$ cat src/rtl/snapshot_pkg.sv
`default_nettype none
// ============================================================================
//  Module      : snapshot_pkg
//  Description : Shared types and bit-index constants for the snapshot
//                capture controller (FSM state encoding, ctrl word fields,
//                status word fields).
//  Revision    : 1.0 - initial release
// ============================================================================
package snapshot_pkg;

    // Capture sequencer states
    typedef enum logic [2:0] {
        S_IDLE    = 3'd0,
        S_ARMED   = 3'd1,
        S_DELAY   = 3'd2,
        S_CAPTURE = 3'd3,
        S_DONE    = 3'd4
    } state_t;

    // Software control word bit positions
    localparam int CTRL_ARM      = 0;   // rising edge arms the capture
    localparam int CTRL_TRIG_IMM = 1;   // 1 = trigger immediately once armed
    localparam int CTRL_WE_ALL   = 2;   // 1 = every cycle carries a valid sample
    localparam int CTRL_CIRC     = 3;   // 1 = circular capture until stop

    // Status word bit positions
    localparam int ST_DONE = 31;
    localparam int ST_WRAP = 30;
    localparam int ST_BUSY = 29;

endpackage : snapshot_pkg
`default_nettype wire

$ cat src/rtl/snapshot_capture_ctrl_if.sv
`default_nettype none
// ============================================================================
//  Module      : snapshot_capture_ctrl_if
//  Description : Datapath-facing bundle of the snapshot capture controller:
//                the incoming sample stream (din/we/trig/stop) and the
//                outgoing BRAM write port (bram_addr/bram_data/bram_we).
//  Modports    : master - sample source / BRAM sink side
//                slave  - the capture controller
//  Revision    : 1.0 - initial release
// ============================================================================
interface snapshot_capture_ctrl_if #(
    parameter int DATA_WIDTH = 64,
    parameter int ADDR_WIDTH = 10
);
    logic [DATA_WIDTH-1:0] din;
    logic                  we;
    logic                  trig;
    logic                  stop;
    logic [ADDR_WIDTH-1:0] bram_addr;
    logic [DATA_WIDTH-1:0] bram_data;
    logic                  bram_we;

    modport master (
        output din, we, trig, stop,
        input  bram_addr, bram_data, bram_we
    );

    modport slave (
        input  din, we, trig, stop,
        output bram_addr, bram_data, bram_we
    );
endinterface : snapshot_capture_ctrl_if
`default_nettype wire

$ cat src/rtl/snapshot_addr_gen.sv
`default_nettype none
// ============================================================================
//  Module      : snapshot_addr_gen
//  Description : BRAM write address counter for the snapshot capture.
//                Keeps one extra count bit so a full one-shot buffer reads
//                2**ADDR_WIDTH; in circular mode the counter wraps to 0 at
//                the last address and raises a sticky wrapped flag.
//  Ports       : clk, rst      - clock, synchronous active-high reset
//                i_clear       - restart at address 0, clear wrapped
//                i_inc         - one sample written at o_addr
//                i_circ        - circular mode (wrap instead of counting on)
//                o_addr        - current write address
//                o_count       - ADDR_WIDTH+1 bit sample count / next address
//                o_wrapped     - circular buffer has wrapped at least once
//                o_last        - terminal count: o_addr is the last address
//  Revision    : 1.0 - initial release
// ============================================================================
module snapshot_addr_gen #(
    parameter int ADDR_WIDTH = 10
) (
    input  wire                  clk,
    input  wire                  rst,
    input  wire                  i_clear,
    input  wire                  i_inc,
    input  wire                  i_circ,
    output logic [ADDR_WIDTH-1:0] o_addr,
    output logic [ADDR_WIDTH:0]   o_count,
    output logic                  o_wrapped,
    output logic                  o_last
);

    logic [ADDR_WIDTH:0] r_cnt;
    logic                r_wrapped;

    assign o_addr    = r_cnt[ADDR_WIDTH-1:0];
    assign o_count   = r_cnt;
    assign o_wrapped = r_wrapped;
    assign o_last    = &r_cnt[ADDR_WIDTH-1:0];

    always_ff @(posedge clk) begin
        if (rst || i_clear) begin
            r_cnt     <= '0;
            r_wrapped <= 1'b0;
        end else if (i_inc) begin
            if (o_last && i_circ) begin
                r_cnt     <= '0;
                r_wrapped <= 1'b1;
            end else begin
                // One-shot: the final write rolls the MSB so count = depth
                r_cnt <= r_cnt + 1'b1;
            end
        end
    end

endmodule : snapshot_addr_gen
`default_nettype wire

$ cat src/rtl/snapshot_capture_ctrl.sv
`default_nettype none
// ============================================================================
//  Module      : snapshot_capture_ctrl
//  Description : Sequences one snapshot capture into the snapshot BRAM.
//                Supports one-shot / circular capture, immediate / external
//                trigger and a post-trigger discard offset. Write port and
//                status word are registered (1 cycle after the event).
//  Ports       : user_clk     - sole clock
//                user_rst     - synchronous active-high reset
//                ctrl         - software control word (arm/trig_src/we_src/circ)
//                trig_offset  - qualified samples discarded after trigger
//                status       - {done, wrapped, busy, ..., count}
//                bus          - sample stream in, BRAM write port out
//  Revision    : 1.0 - initial release
// ============================================================================
module snapshot_capture_ctrl
    import snapshot_pkg::*;
#(
    parameter int DATA_WIDTH   = 64,
    parameter int ADDR_WIDTH   = 10,
    parameter int OFFSET_WIDTH = 16
) (
    input  wire                     user_clk,
    input  wire                     user_rst,
    input  wire [31:0]              ctrl,
    input  wire [OFFSET_WIDTH-1:0]  trig_offset,
    output logic [31:0]             status,
    snapshot_capture_ctrl_if.slave  bus
);

    // ------------------------------------------------------------------
    // Qualified strobes and arm edge detection
    // ------------------------------------------------------------------
    logic w_qv;
    logic w_qt;
    logic w_arm_edge;
    logic r_arm_d;
    logic w_unused_ctrl;

    assign w_qv          = bus.we   | ctrl[CTRL_WE_ALL];
    assign w_qt          = bus.trig | ctrl[CTRL_TRIG_IMM];
    assign w_arm_edge    = ctrl[CTRL_ARM] & ~r_arm_d;
    assign w_unused_ctrl = ^ctrl[31:4];

    // ------------------------------------------------------------------
    // State and working registers
    // ------------------------------------------------------------------
    state_t                  r_state;
    state_t                  w_state_nxt;
    logic [OFFSET_WIDTH-1:0] r_offset;
    logic [OFFSET_WIDTH-1:0] w_offset_nxt;
    logic                    r_circ;
    logic                    w_circ_nxt;
    logic                    w_write;
    logic                    w_circ_eff;

    logic                    r_done;
    logic                    r_busy;
    logic                    r_bram_we;
    logic [ADDR_WIDTH-1:0]   r_bram_addr;
    logic [DATA_WIDTH-1:0]   r_bram_data;

    logic [ADDR_WIDTH-1:0]   w_addr;
    logic [ADDR_WIDTH:0]     w_count;
    logic                    w_wrapped;
    logic                    w_last;

    // The circ bit is captured at the trigger; in the trigger cycle itself
    // the live value is the one that applies.
    assign w_circ_eff = (r_state == S_ARMED) ? ctrl[CTRL_CIRC] : r_circ;

    // ------------------------------------------------------------------
    // Address generator
    // ------------------------------------------------------------------
    snapshot_addr_gen #(
        .ADDR_WIDTH (ADDR_WIDTH)
    ) u_addr_gen (
        .clk       (user_clk),
        .rst       (user_rst),
        .i_clear   (w_arm_edge),
        .i_inc     (w_write),
        .i_circ    (w_circ_eff),
        .o_addr    (w_addr),
        .o_count   (w_count),
        .o_wrapped (w_wrapped),
        .o_last    (w_last)
    );

    // ------------------------------------------------------------------
    // FSM: state register
    // ------------------------------------------------------------------
    always_ff @(posedge user_clk) begin
        if (user_rst) begin
            r_state <= S_IDLE;
        end else begin
            r_state <= w_state_nxt;
        end
    end

    // ------------------------------------------------------------------
    // FSM: next state and sample acceptance
    // ------------------------------------------------------------------
    always_comb begin
        w_state_nxt  = r_state;
        w_offset_nxt = r_offset;
        w_circ_nxt   = r_circ;
        w_write      = 1'b0;

        if (w_arm_edge) begin
            // Re-arm wins over everything, including a running capture
            w_state_nxt  = S_ARMED;
            w_offset_nxt = '0;
        end else begin
            case (r_state)
                S_IDLE: begin
                end

                S_ARMED: begin
                    if (w_qt) begin
                        w_circ_nxt = ctrl[CTRL_CIRC];
                        if (trig_offset == '0) begin
                            w_state_nxt = S_CAPTURE;
                            w_write     = w_qv;
                        end else if (w_qv) begin
                            // The trigger-cycle sample is the first post-
                            // trigger sample, so it is the first discard.
                            if (trig_offset == OFFSET_WIDTH'(1)) begin
                                w_state_nxt  = S_CAPTURE;
                                w_offset_nxt = '0;
                            end else begin
                                w_state_nxt  = S_DELAY;
                                w_offset_nxt = trig_offset - OFFSET_WIDTH'(1);
                            end
                        end else begin
                            w_state_nxt  = S_DELAY;
                            w_offset_nxt = trig_offset;
                        end
                    end
                end

                S_DELAY: begin
                    if (w_qv) begin
                        if (r_offset == OFFSET_WIDTH'(1)) begin
                            w_state_nxt  = S_CAPTURE;
                            w_offset_nxt = '0;
                        end else begin
                            w_offset_nxt = r_offset - OFFSET_WIDTH'(1);
                        end
                    end
                end

                S_CAPTURE: begin
                    w_write = w_qv;
                    if (r_circ) begin
                        // A sample arriving with stop is still written
                        if (bus.stop) begin
                            w_state_nxt = S_DONE;
                        end
                    end else if (w_qv && w_last) begin
                        w_state_nxt = S_DONE;
                    end
                end

                S_DONE: begin
                end

                default: begin
                    w_state_nxt = S_IDLE;
                end
            endcase
        end
    end

    // ------------------------------------------------------------------
    // Working registers, write port and status flags
    // ------------------------------------------------------------------
    always_ff @(posedge user_clk) begin
        if (user_rst) begin
            r_arm_d     <= 1'b1;   // a level already high at reset does not arm
            r_offset    <= '0;
            r_circ      <= 1'b0;
            r_done      <= 1'b0;
            r_busy      <= 1'b0;
            r_bram_we   <= 1'b0;
            r_bram_addr <= '0;
            r_bram_data <= '0;
        end else begin
            r_arm_d   <= ctrl[CTRL_ARM];
            r_offset  <= w_offset_nxt;
            r_circ    <= w_circ_nxt;
            r_done    <= (w_state_nxt == S_DONE);
            r_busy    <= (w_state_nxt == S_ARMED) ||
                         (w_state_nxt == S_DELAY) ||
                         (w_state_nxt == S_CAPTURE);
            r_bram_we <= w_write;
            if (w_write) begin
                r_bram_addr <= w_addr;
                r_bram_data <= bus.din;
            end
        end
    end

    assign bus.bram_we   = r_bram_we;
    assign bus.bram_addr = r_bram_addr;
    assign bus.bram_data = r_bram_data;

    // All status sources are flops updated on the same edge as the write port
    always_comb begin
        status               = '0;
        status[ST_DONE]      = r_done;
        status[ST_WRAP]      = w_wrapped;
        status[ST_BUSY]      = r_busy;
        status[ADDR_WIDTH:0] = w_count;
    end

endmodule : snapshot_capture_ctrl
`default_nettype wire
$ cat src/flat_wrapper.sv
// flat-port wrapper written by rule: the top's interface ports become plain ports
module snapshot_capture_ctrl_flat import snapshot_pkg::*;
#(
    parameter int DATA_WIDTH   = 64,
    parameter int ADDR_WIDTH   = 10,
    parameter int OFFSET_WIDTH = 16
)
  (user_clk, user_rst, ctrl, trig_offset, status, bus_din, bus_we, bus_trig, bus_stop, bus_bram_addr, bus_bram_data, bus_bram_we);
  snapshot_capture_ctrl_if #(.DATA_WIDTH(DATA_WIDTH), .ADDR_WIDTH(ADDR_WIDTH)) bus_i ();
  input  wire user_clk;
  input  wire user_rst;
  input  wire [31:0] ctrl;
  input  wire [OFFSET_WIDTH-1:0] trig_offset;
  output logic [31:0] status;
  input wire logic [$bits(bus_i.din)-1:0] bus_din;
  input wire logic [$bits(bus_i.we)-1:0] bus_we;
  input wire logic [$bits(bus_i.trig)-1:0] bus_trig;
  input wire logic [$bits(bus_i.stop)-1:0] bus_stop;
  output wire logic [$bits(bus_i.bram_addr)-1:0] bus_bram_addr;
  output wire logic [$bits(bus_i.bram_data)-1:0] bus_bram_data;
  output wire logic [$bits(bus_i.bram_we)-1:0] bus_bram_we;
  assign bus_i.din = bus_din;
  assign bus_i.we = bus_we;
  assign bus_i.trig = bus_trig;
  assign bus_i.stop = bus_stop;
  assign bus_bram_addr = bus_i.bram_addr;
  assign bus_bram_data = bus_i.bram_data;
  assign bus_bram_we = bus_i.bram_we;
  snapshot_capture_ctrl #(.DATA_WIDTH(DATA_WIDTH), .ADDR_WIDTH(ADDR_WIDTH), .OFFSET_WIDTH(OFFSET_WIDTH)) u_core (.user_clk(user_clk), .user_rst(user_rst), .ctrl(ctrl), .trig_offset(trig_offset), .status(status), .bus(bus_i));
endmodule
$ cat config.mk
export PLATFORM = sky130hd
export DESIGN_NAME = snapshot_capture_ctrl_flat
export DESIGN_NICKNAME = d
export VERILOG_FILES = /design/src/rtl/snapshot_pkg.sv /design/src/rtl/snapshot_capture_ctrl_if.sv /design/src/rtl/snapshot_addr_gen.sv /design/src/rtl/snapshot_capture_ctrl.sv /design/src/flat_wrapper.sv
export SDC_FILE = /design/constraint.sdc
export NUM_CORES = 1
export LEC_CHECK = 0
export CAP_MARGIN = 40
export CORE_UTILIZATION = 47
export CTS_BUF_LIST = sky130_fd_sc_hd__clkbuf_8
export CTS_CLUSTER_SIZE = 40
export DETAILED_ROUTE_END_ITERATION = 16
export GPL_ROUTABILITY_DRIVEN = 0
export MAX_ROUTING_LAYER = met4
export PLACE_DENSITY = 0.89
export SYNTH_ARGS = -nofsm -noshare
export SYNTH_HDL_FRONTEND = slang
export SYNTH_SLANG_ARGS = --single-unit
$ cat constraint.sdc
create_clock -name user_clk -period 6.9 [get_ports user_clk]
set_clock_uncertainty 0.05 [all_clocks]
set_input_delay 1.035 -clock user_clk [delete_from_list [all_inputs] [get_ports user_clk]]
set_output_delay 1.035 -clock user_clk [all_outputs]
set_load 0.02 [all_outputs]
==> metrics.cfg, run 1 <==
[sta]
fin_crit_ps = 4080
finalHoldViolCount = 0
tightest_slew_ps = 928
maxSlewHeadroom = 0.378
max_freq_mhz = 245
rsz0062_at_grt = false
min_period_over_period = 0.591
setup-tns-final_ps = 0
setup_violations = 0
worst_slack_ps = 2820
slew_viol_final = 0

[min_path]
hold_path.class = reg2reg

[setup_path]
cp.buffers_inverters = 3
rr_worst_depth = 6
cp_cell_sequence = clkdlybuf4s50_1, inv_1, ha_1, nor4b_1, a31oi_1, or2_2, buf_4, nand2_1, a21oi_1
required_ps = 7140
crit_start = trig_offset[0]
path_delay_family = buffers and inverters
crit_fanout = 44
r2r_end = u_core.bus.bram_data[61]$_SDFFE_PP0P_
crit_arrival_ps = 4320
path_class = in2reg
crit_slowest_cell = or2_2
r2r_slack_ps = 4030
r2r_start = u_core.r_arm_d$_SDFF_PP1_
critPathCapture = u_core.bus.bram_data[61]$_SDFFE_PP0P_
critical_path.max_stage_delay_ps = 770
cp-end-kind = register
startpoint_type = primary input
cp.depth = 9

[clocking]
clk_latency_ps = 380
clk_pin_slew_ps = 110
htree_levels = 3
ctsResizeCount = 0
cts_buffers = 9
ctsHoldBuffers = 0
cts.sinks = 110
clock-root-buffer = clkbuf_8
cts_tree = built
cts.path.max_buffers = 2
postCtsSetupRepairBufs = 0

[logic_synthesis]
syn_inst = 645
synth_ff_type = dfxtp_1
synth_area_sq_mm = 0.00502
synth-seq-cells = 110
synthArstFlopShare = 0
ys_warn_count = 0
ys_seq_area_frac = 0.438
synth_enable_flop_cells = 0
synth_cell_types = 54
syn_avg_cell_area_sq_um = 7.79

[floorplanning]
rows = 37
chipHeight_um = 105
io_pins = 224
core_sq_mm = 0.0103
initial_core_util = 0.486
dieWidth_um = 105
die_area_sq_mm = 0.0111

[detailed_routing]
wl_met1_um = 5680
wl_met3_um = 965
num_vias = 5093
wl_per_cell_um = 15.1
drc = 0
drtIter0Drc = 324
top_layer = met4
drt-total-wl_um = 14100
via_per_inst = 5.45
ant_nets = 0
wl_met2_um = 7080
first_pass_iters = 5

[pwr]
leakage_nw = 2.31
power.density_mw_per_mm2 = 172
vdd_drop_max_mv = 0.0842

[run]
drv_cap = 0

[placement]
dpl_cell_area_sq_mm = 0.00673
portBuffers = 177
dp_hpwl_um = 10200
dp.cells = 918
dp_slack_ps = 2490

[finish]
fillers = 830
final_area_sq_mm = 0.00693
antenna_cells = 0
drive_gt1_frac = 0.0539
layout.nets = 916
instances_no_fill = 934
area_delta_synth_final_pct = 37.9

[global_routing]
grt_pass1_wl_um = 22500
grt_util_all_layers = 0.257
grt_antenna_before_repair = 0
grt_max_degree = 84
grt_overflow = 0
grt_pass1_vias = 4733

[status]
status = finished clean

[per-layer routing]
metal,track usage,vias up
met2,0.445,261
met4,0.118,0
met5,-,-
met3,0.0346,30
li1,-,2457
met1,0.296,2345
[metrics by stage]
step                utilization  hold slack, ps  power, mW
floorplan                     -             388      0.748
global placement          0.650             392      0.805
detailed placement        0.652             396      0.810
CTS                       0.671             411       1.20
global route              0.671             430       1.24
finish                    0.671             410       1.19
[how the worst min path moves through the flow]
stage / startpoint / to / slack [ps] / cells after the start
after floorplan: u_core.u_addr_gen.o_wrapped$_SDFFE_PP0P_ / u_core.u_addr_gen.o_wrapped$_SDFFE_PP0P_ / 390 / 2
after global placement: u_core.bus.bram_data[24]$_SDFFE_PP0P_ / u_core.bus.bram_data[24]$_SDFFE_PP0P_ / 390 / 2
after detailed placement: u_core.bus.bram_data[13]$_SDFFE_PP0P_ / u_core.bus.bram_data[13]$_SDFFE_PP0P_ / 400 / 2
after CTS: u_core.bus.bram_data[13]$_SDFFE_PP0P_ / u_core.bus.bram_data[13]$_SDFFE_PP0P_ / 410 / 2
after global routing: u_core.bus.bram_addr[6]$_SDFFE_PP0P_ / u_core.bus.bram_addr[6]$_SDFFE_PP0P_ / 430 / 2
final: u_core.bus.bram_data[13]$_SDFFE_PP0P_ / u_core.bus.bram_data[13]$_SDFFE_PP0P_ / 410 / 2
[cell families (layout without fill, tap and decap cells)]
group | after synthesis | in the layout | share of synthesized area
AND/OR/NAND/NOR | 285 | 285 | 0.255
AO/OA/AOI/OAI | 153 | 153 | 0.183
flip-flops | 110 | 110 | 0.438
buffers and inverters | 71 | 207 | 0.0750
XOR/XNOR | 19 | 19 | 0.0331
adder cells (fa/ha/maj) | 6 | 6 | 0.0149
other | 1 | 18 | 0.000747
[where the power goes]
| part | internal, mW | leakage [nW] | switching [mW] |
|---|---|---|---|
| clock | 0.171 | 0.107 | 0.223 |
| sequential | 0.640 | 0.887 | 0.00488 |
| combinational | 0.0768 | 1.32 | 0.0779 |
| total | 0.887 | 2.31 | 0.306 |
[synth_stat cells (all sizes together), types with 2 or more instances]
master | instances | area share
or4 | 6 | 0.0097
nor4 | 5 | 0.0075
a21o | 2 | 0.0030
o32ai | 5 | 0.0087
buf | 32 | 0.044
or2 | 9 | 0.011
nand3 | 10 | 0.010
nor2b | 2 | 0.0025
nor3b | 4 | 0.0060
dfxtp | 110 | 0.44
a32o | 12 | 0.024
or3 | 13 | 0.018
o21ai | 26 | 0.030
a21oi | 90 | 0.090
o22ai | 5 | 0.0062
o22a | 2 | 0.0040
ha | 6 | 0.015
nor2 | 38 | 0.028
nor4b | 2 | 0.0035
nor3 | 17 | 0.017
nand4 | 3 | 0.0037
inv | 8 | 0.0060
clkbuf | 31 | 0.025
nand2 | 168 | 0.13
xor2 | 4 | 0.0070
nand2b | 2 | 0.0025
a31oi | 3 | 0.0037
o41ai | 2 | 0.0035
xnor2 | 15 | 0.026
[worst register-to-register path, cell delays in order (launching register included)]
cell and delay (ps):
dfxtp_1 310, nor2b_1 510, or3_1 440, or2_2 710
buf_4 480, nand2_1 120, a21oi_1 170
[cell type report]
type	instances	area, sq um	share of cell area
clock buffer	9	124	0.0179
clock inverter	7	72.6	0.0105
inverter	8	30.0	0.00434
multi-input combinational	481	2510	0.363
sequential	110	2200	0.318
tap	136	170	0.0246
timing repair buffer	183	1810	0.262
[layout by cell type, fill, tap and decap left out, types with 2 or more instances in the layout]
cell type / instances
dfxtp_1: 110
a32o_1: 12
nor3_1: 17
conb_1: 18
inv_6: 2
nor3b_1: 4
o32ai_1: 5
nor2b_1: 2
o22ai_1: 5
nor4b_1: 2
o21ai_2: 2
or3_2: 2
nand2b_1: 2
nor4_1: 4
nand3_1: 10
xor2_1: 4
nand4_1: 3
clkbuf_8: 9
nor2_1: 37
o41ai_1: 2
clkdlybuf4s50_1: 176
clkinv_2: 2
o21ai_0: 21
ha_1: 6
buf_4: 6
xnor2_1: 15
or2_2: 8
a21o_1: 2
a21oi_1: 90
a31oi_1: 3
o21ai_1: 2
or4_1: 5
nand2_1: 168
o22a_2: 2
or3_1: 10
inv_1: 9
[state kept, by name (all words and copies together) (netlist names)]
| register | count |
|---|---|
| u_core.bus.bram_addr | 10 |
| u_core.bus.bram_data | 64 |
| u_core.bus.bram_we | 1 |
| u_core.r_arm_d | 1 |
| u_core.r_busy | 1 |
| u_core.r_circ | 1 |
| u_core.r_done | 1 |
| u_core.r_offset | 16 |
| u_core.r_state | 3 |
| u_core.u_addr_gen.o_count | 11 |
| u_core.u_addr_gen.o_wrapped | 1 |
No activity file was read; power rests on OpenSTA's default activity.
==> run 2: changes to the inputs <==
Settings changed: CORE_UTILIZATION 47 to 43, PLACE_DENSITY 0.89 to 0.82.
Clock period 6.9 ns to 3.9 ns, I/O delays scaled along.
==> run 2 against run 1 <==
First-iteration DRC count increased by 38%. Worst setup slack got worse by 1900 ps. Die area rose by 9.1%. Core utilization is 5.9 points lower. Global-route usage decreased by 2.5 points.
==> metrics.cfg, run 2 (synthesized netlist as in run 1, its figures left out) <==
[pwr]
vdd_drop_max_mv = 0.153  ; +82%
power.share.clock = 0.335  ; +0.005
p_int_mw = 1.58  ; +78%
leakage_nw = 2.32  ; +0.59%
power.density_mw_per_mm2 = 306  ; +77%
p_comb_frac = 0.131  ; about the same
share_seq_of_total_power = 0.534  ; -0.006
power.share.switching = 0.262  ; +0.00558
switching_power_mw = 0.559  ; +83%

[min_path]
hold_path.class = reg2reg

[clocking]
htree_levels = 3  ; unchanged
cts.sinks = 110  ; unchanged
ctsResizeCount = 0  ; unchanged
clk_pin_slew_ps = 100  ; about the same
clk_latency_ps = 390  ; about the same
clock-root-buffer = clkbuf_8
ctsHoldBuffers = 0  ; unchanged
cts.path.max_buffers = 2  ; unchanged
cts_buffers = 9  ; unchanged
cts_tree = built
postCtsSetupRepairBufs = 0  ; unchanged

[floorplanning]
core_sq_mm = 0.0114  ; +11%
io_pins = 224  ; unchanged
rows = 39  ; +5.4%
die_area_sq_mm = 0.0121  ; +9.1%
initial_core_util = 0.440  ; -0.0466
chipHeight_um = 110  ; +4.5%
dieWidth_um = 110  ; +4.5%

[sta]
rsz0062_at_grt = false
setup-tns-final_ps = 0  ; unchanged
maxSlewHeadroom = 0.424  ; +0.0456
fin_crit_ps = 2970
setup_violations = 0  ; unchanged
slew_viol_final = 0  ; unchanged
min_period_over_period = 0.761
finalHoldViolCount = 0  ; unchanged
tightest_slew_ps = 864  ; -64.1 ps
max_freq_mhz = 337

[setup_path]
crit_slowest_cell = or2_2
critical_path.max_stage_delay_ps = 540  ; -230 ps
cp-end-kind = register
path_class = in2reg
cp_cell_sequence = clkdlybuf4s50_1, inv_1, ha_1, nor4b_1, a31oi_1, or2_2, buf_4, nand2_1, a21oi_1
crit_fanout = 50  ; +14%
crit_arrival_ps = 3150  ; -1170 ps
required_ps = 4080  ; -3060 ps
startpoint_type = primary input

[finish]
drive_gt1_frac = 0.0599  ; +0.00597
instances_no_fill = 945  ; +1.2%
finish.utilization = 0.611  ; -0.0595
final_cell_mix = clkdlybuf4s50_1, nand2_1, dfxtp_1, a21oi_1, nor2_1
largest_reg_flops = 64  ; unchanged
final_common_cell = clkdlybuf4s50_1
antenna_cells = 0  ; unchanged
area_delta_synth_final_pct = 39.0
layout.nets = 920  ; +0.44%

[detailed_routing]
num_vias = 4985  ; -2.1%
drt-total-wl_um = 14100  ; about the same
ant_nets = 0  ; unchanged
drtIter0Drc = 446  ; +38%
drc = 0  ; unchanged
wl_per_cell_um = 15.0  ; -1.2%
first_pass_iters = 4  ; -1
via_per_inst = 5.28  ; -3.3%

[global_routing]
grt_pass1_wl_um = 21300  ; -5.3%
grt_util_all_layers = 0.232  ; -0.0254
grt_antenna_before_repair = 0  ; unchanged
grt_max_degree = 83  ; -1.2%
grt_overflow = 0  ; unchanged
grt_pass1_vias = 4496  ; -5.0%

[run]
drv_cap = 0  ; unchanged

[status]
status = finished clean

[placement]
dp_hpwl_um = 10300  ; +1.5%
portBuffers = 177  ; unchanged
dp.cells = 929  ; +1.2%

-- run 2: cell type report --
type / instances / area (sq um)
clock buffer: 9 / 124
inverter: 8 / 30.0
multi-input combinational: 481 / 2510
sequential: 110 / 2200
timing repair buffer: 187 / 1850
clock inverter: 7 / 78.8
tap: 143 / 179
fill: 987 / 4440
-- run 2: metrics by stage --
step	setup slack [ps]	hold slack (ps)	instance area (sq um)	power, mW
after floorplan	1230	388	5090	1.32
after global placement	611	391	6770	1.43
after detailed placement	550	399	6780	1.44
after CTS	955	411	6980	2.14
after global routing	685	429	6980	2.23
final	934	410	6980	2.13
-- run 2: routing by layer --
metal / part of all wire / up-vias / global-route usage
li1: - / 2465 / -
met1: 0.41 / 2293 / 0.266
met2: 0.49 / 200 / 0.392
met3: 0.068 / 27 / 0.0376
met4: 0.029 / 0 / 0.116
met5: 0 / - / -
-- run 2: final timing paths --
kind / slack (ps) / to / depth (start not counted) / from
worst max-delay path: 930 / u_core.bus.bram_data[39]$_SDFFE_PP0P_ / 9 / trig_offset[0]
worst min-delay path: 410 / u_core.bus.bram_data[32]$_SDFFE_PP0P_ / 2 / u_core.bus.bram_data[32]$_SDFFE_PP0P_
worst max register to register: 1160 / u_core.r_offset[4]$_SDFFE_PP0P_ / 6 / u_core.r_offset[7]$_SDFFE_PP0P_
worst min register to register: 410 / u_core.bus.bram_data[32]$_SDFFE_PP0P_ / 2 / u_core.bus.bram_data[32]$_SDFFE_PP0P_
-- run 2: critical path, delay by kind of cell --
kind / cells / cell delay, ps
AO/OA/AOI/OAI: 2 / 250
buffers and inverters: 3 / 1000
AND/OR/NAND/NOR: 3 / 1130
adder cells (fa/ha/maj): 1 / 150
-- run 2: power by group through the flow --
stage	clock network (mW)	logic, mW	registers, mW
after CTS	0.729	0.276	1.14
after global placement	0	0.265	1.16
final	0.715	0.279	1.14
after detailed placement	0	0.274	1.17
after global routing	0.785	0.302	1.14
after floorplan	0	0.158	1.16
==> run 3: changes to the inputs <==
Clock period 3.9 ns to 3 ns, I/O delays scaled along.
==> run 3 against run 2 <==
Non-clock buffer count grew 9. Core utilization grew 0.98 points. Critical path depth shrank 3.
==> metrics.cfg, run 3 (synthesized netlist as in run 1, its figures left out) <==
[status]
status = finished clean

[finish]
finish.utilization = 0.621  ; +0.00975
drive_gt1_frac = 0.0691  ; +0.00920
area_delta_synth_final_pct = 41.2
final_common_cell = clkdlybuf4s50_1
final_cell_mix = clkdlybuf4s50_1, nand2_1, dfxtp_1, a21oi_1, nor2_1
antenna_cells = 0  ; unchanged
largest_reg_flops = 64  ; unchanged
final_area_sq_mm = 0.00709  ; +1.6%
layout.nets = 929  ; +0.98%
ff_latch_area_sq_mm = 0.00220  ; unchanged
multi_input_comb_area_sq_mm = 0.00251  ; unchanged
fillers = 968  ; -1.9%

[clocking]
cts.sinks = 110  ; unchanged
clk_latency_ps = 370  ; -20 ps
clock-root-buffer = clkbuf_8
clk_pin_slew_ps = 100  ; about the same
htree_levels = 3  ; unchanged
ctsResizeCount = 0  ; unchanged
postCtsSetupRepairBufs = 0  ; unchanged
cts_buffers = 9  ; unchanged
cts.path.max_buffers = 2  ; unchanged
ctsHoldBuffers = 0  ; unchanged
cts_tree = built

[sta]
min_period_over_period = 0.907
tightest_slew_ps = 553  ; -311 ps
max_freq_mhz = 367
slew_viol_final = 0  ; unchanged
setup_violations = 0  ; unchanged
hold_ws_ps = 407  ; -2.84 ps
rsz0062_at_grt = false
worst_slack_ps = 278  ; -656 ps
finalHoldViolCount = 0  ; unchanged
fin_crit_ps = 2720
maxSlewHeadroom = 0.632  ; +0.208

[floorplanning]
initial_core_util = 0.440  ; unchanged
io_pins = 224  ; unchanged
dieWidth_um = 110  ; unchanged
core_sq_mm = 0.0114  ; unchanged
die_area_sq_mm = 0.0121  ; unchanged
rows = 39  ; unchanged
chipHeight_um = 110  ; unchanged

[detailed_routing]
via_per_inst = 5.31  ; +0.71%
wl_per_cell_um = 15.0  ; about the same
ant_nets = 0  ; unchanged
first_pass_iters = 5  ; +1
drtIter0Drc = 424  ; -4.9%
drc = 0  ; unchanged
drt-total-wl_um = 14300  ; +0.94%
num_vias = 5068  ; +1.7%

[global_routing]
grt_pass1_vias = 4519  ; +0.51%
grt_pass1_wl_um = 21200  ; -0.81%
grt_max_degree = 52  ; -37%
grt_antenna_before_repair = 0  ; unchanged
grt_overflow = 0  ; unchanged
grt_util_all_layers = 0.228  ; -0.00345

[setup_path]
required_ps = 3220  ; -860 ps
path_class = reg2reg
startpoint_type = register
crit_fanout = 17  ; -66%
cp-end-kind = register
r2r_slack_ps = 280  ; -880 ps
crit_arrival_ps = 2950  ; -200 ps

[pwr]
leakage_nw = 2.39  ; +2.8%
vdd_drop_max_mv = 0.236  ; +54%
power.density_mw_per_mm2 = 403  ; +32%

[placement]
dp_hpwl_um = 10600  ; +2.1%
dp_slack_ps = -46.9  ; -597 ps
portBuffers = 177  ; unchanged
dpl_cell_area_sq_mm = 0.00686  ; +1.2%

[min_path]
hold_path.class = reg2reg

[run]
drv_cap = 0  ; unchanged

[run 3: cell count changes in the layout (fill, tap and decap cells not counted)]
cell and change:
clkinv_2 -1, buf_2 -1, clkbuf_8 +2, buf_12 +1, inv_1 +1, inv_6 -1, buf_4 +9, bufinv_16 +1
inv_8 -1, clkinvlp_4 -1
[run 3: metrics by stage]
| step | instances | TNS (ps) | power [mW] |
|---|---|---|---|
| after floorplan | 662 | 0 | 1.72 |
| after global placement | 938 | 0 | 1.86 |
| after detailed placement | 938 | -356 | 1.88 |
| after CTS | 954 | 0 | 2.87 |
| after global routing | 954 | 0 | 2.96 |
| final | 954 | 0 | 2.86 |
[run 3: final timing paths]
check / from / end / depth (start not counted)
hold reg to reg: u_core.bus.bram_data[3]$_SDFFE_PP0P_ / u_core.bus.bram_data[3]$_SDFFE_PP0P_ / 2
hold / removal: u_core.bus.bram_data[3]$_SDFFE_PP0P_ / u_core.bus.bram_data[3]$_SDFFE_PP0P_ / 2
setup / recovery: u_core.r_offset[7]$_SDFFE_PP0P_ / u_core.r_offset[7]$_SDFFE_PP0P_ / 6
setup reg to reg: u_core.r_offset[7]$_SDFFE_PP0P_ / u_core.r_offset[7]$_SDFFE_PP0P_ / 6
[run 3: final cells by class]
type / instances / area share
clock buffers: 11 / 0.0213
clock inverters: 5 / 0.0113
inverters: 8 / 0.00423
multi-input cells: 481 / 0.355
flip-flops and latches: 110 / 0.311
well taps: 143 / 0.0252
repair buffers: 196 / 0.273
[run 3: worst max-delay path, cell delays in order (launching register included)]
cell and delay (ps):
dfxtp_1 370, or4_4 570, or3_4 380, or2_1 340, o21ai_4 430, o21ai_0 200, a32o_1 290
[run 3: per-layer routing]
layer,GRT usage,part of all wire
met3,0.0412,0.077
met5,-,0
met4,0.111,0.029
met2,0.391,0.49
met1,0.257,0.40
[run 3: power breakdown]
group / switching (mW) / leakage (nW) / internal (mW)
Sequential: 0.0108 / 0.887 / 1.47
Combinational: 0.185 / 1.39 / 0.183
Clock: 0.489 / 0.117 / 0.516
Total: 0.685 / 2.39 / 2.17
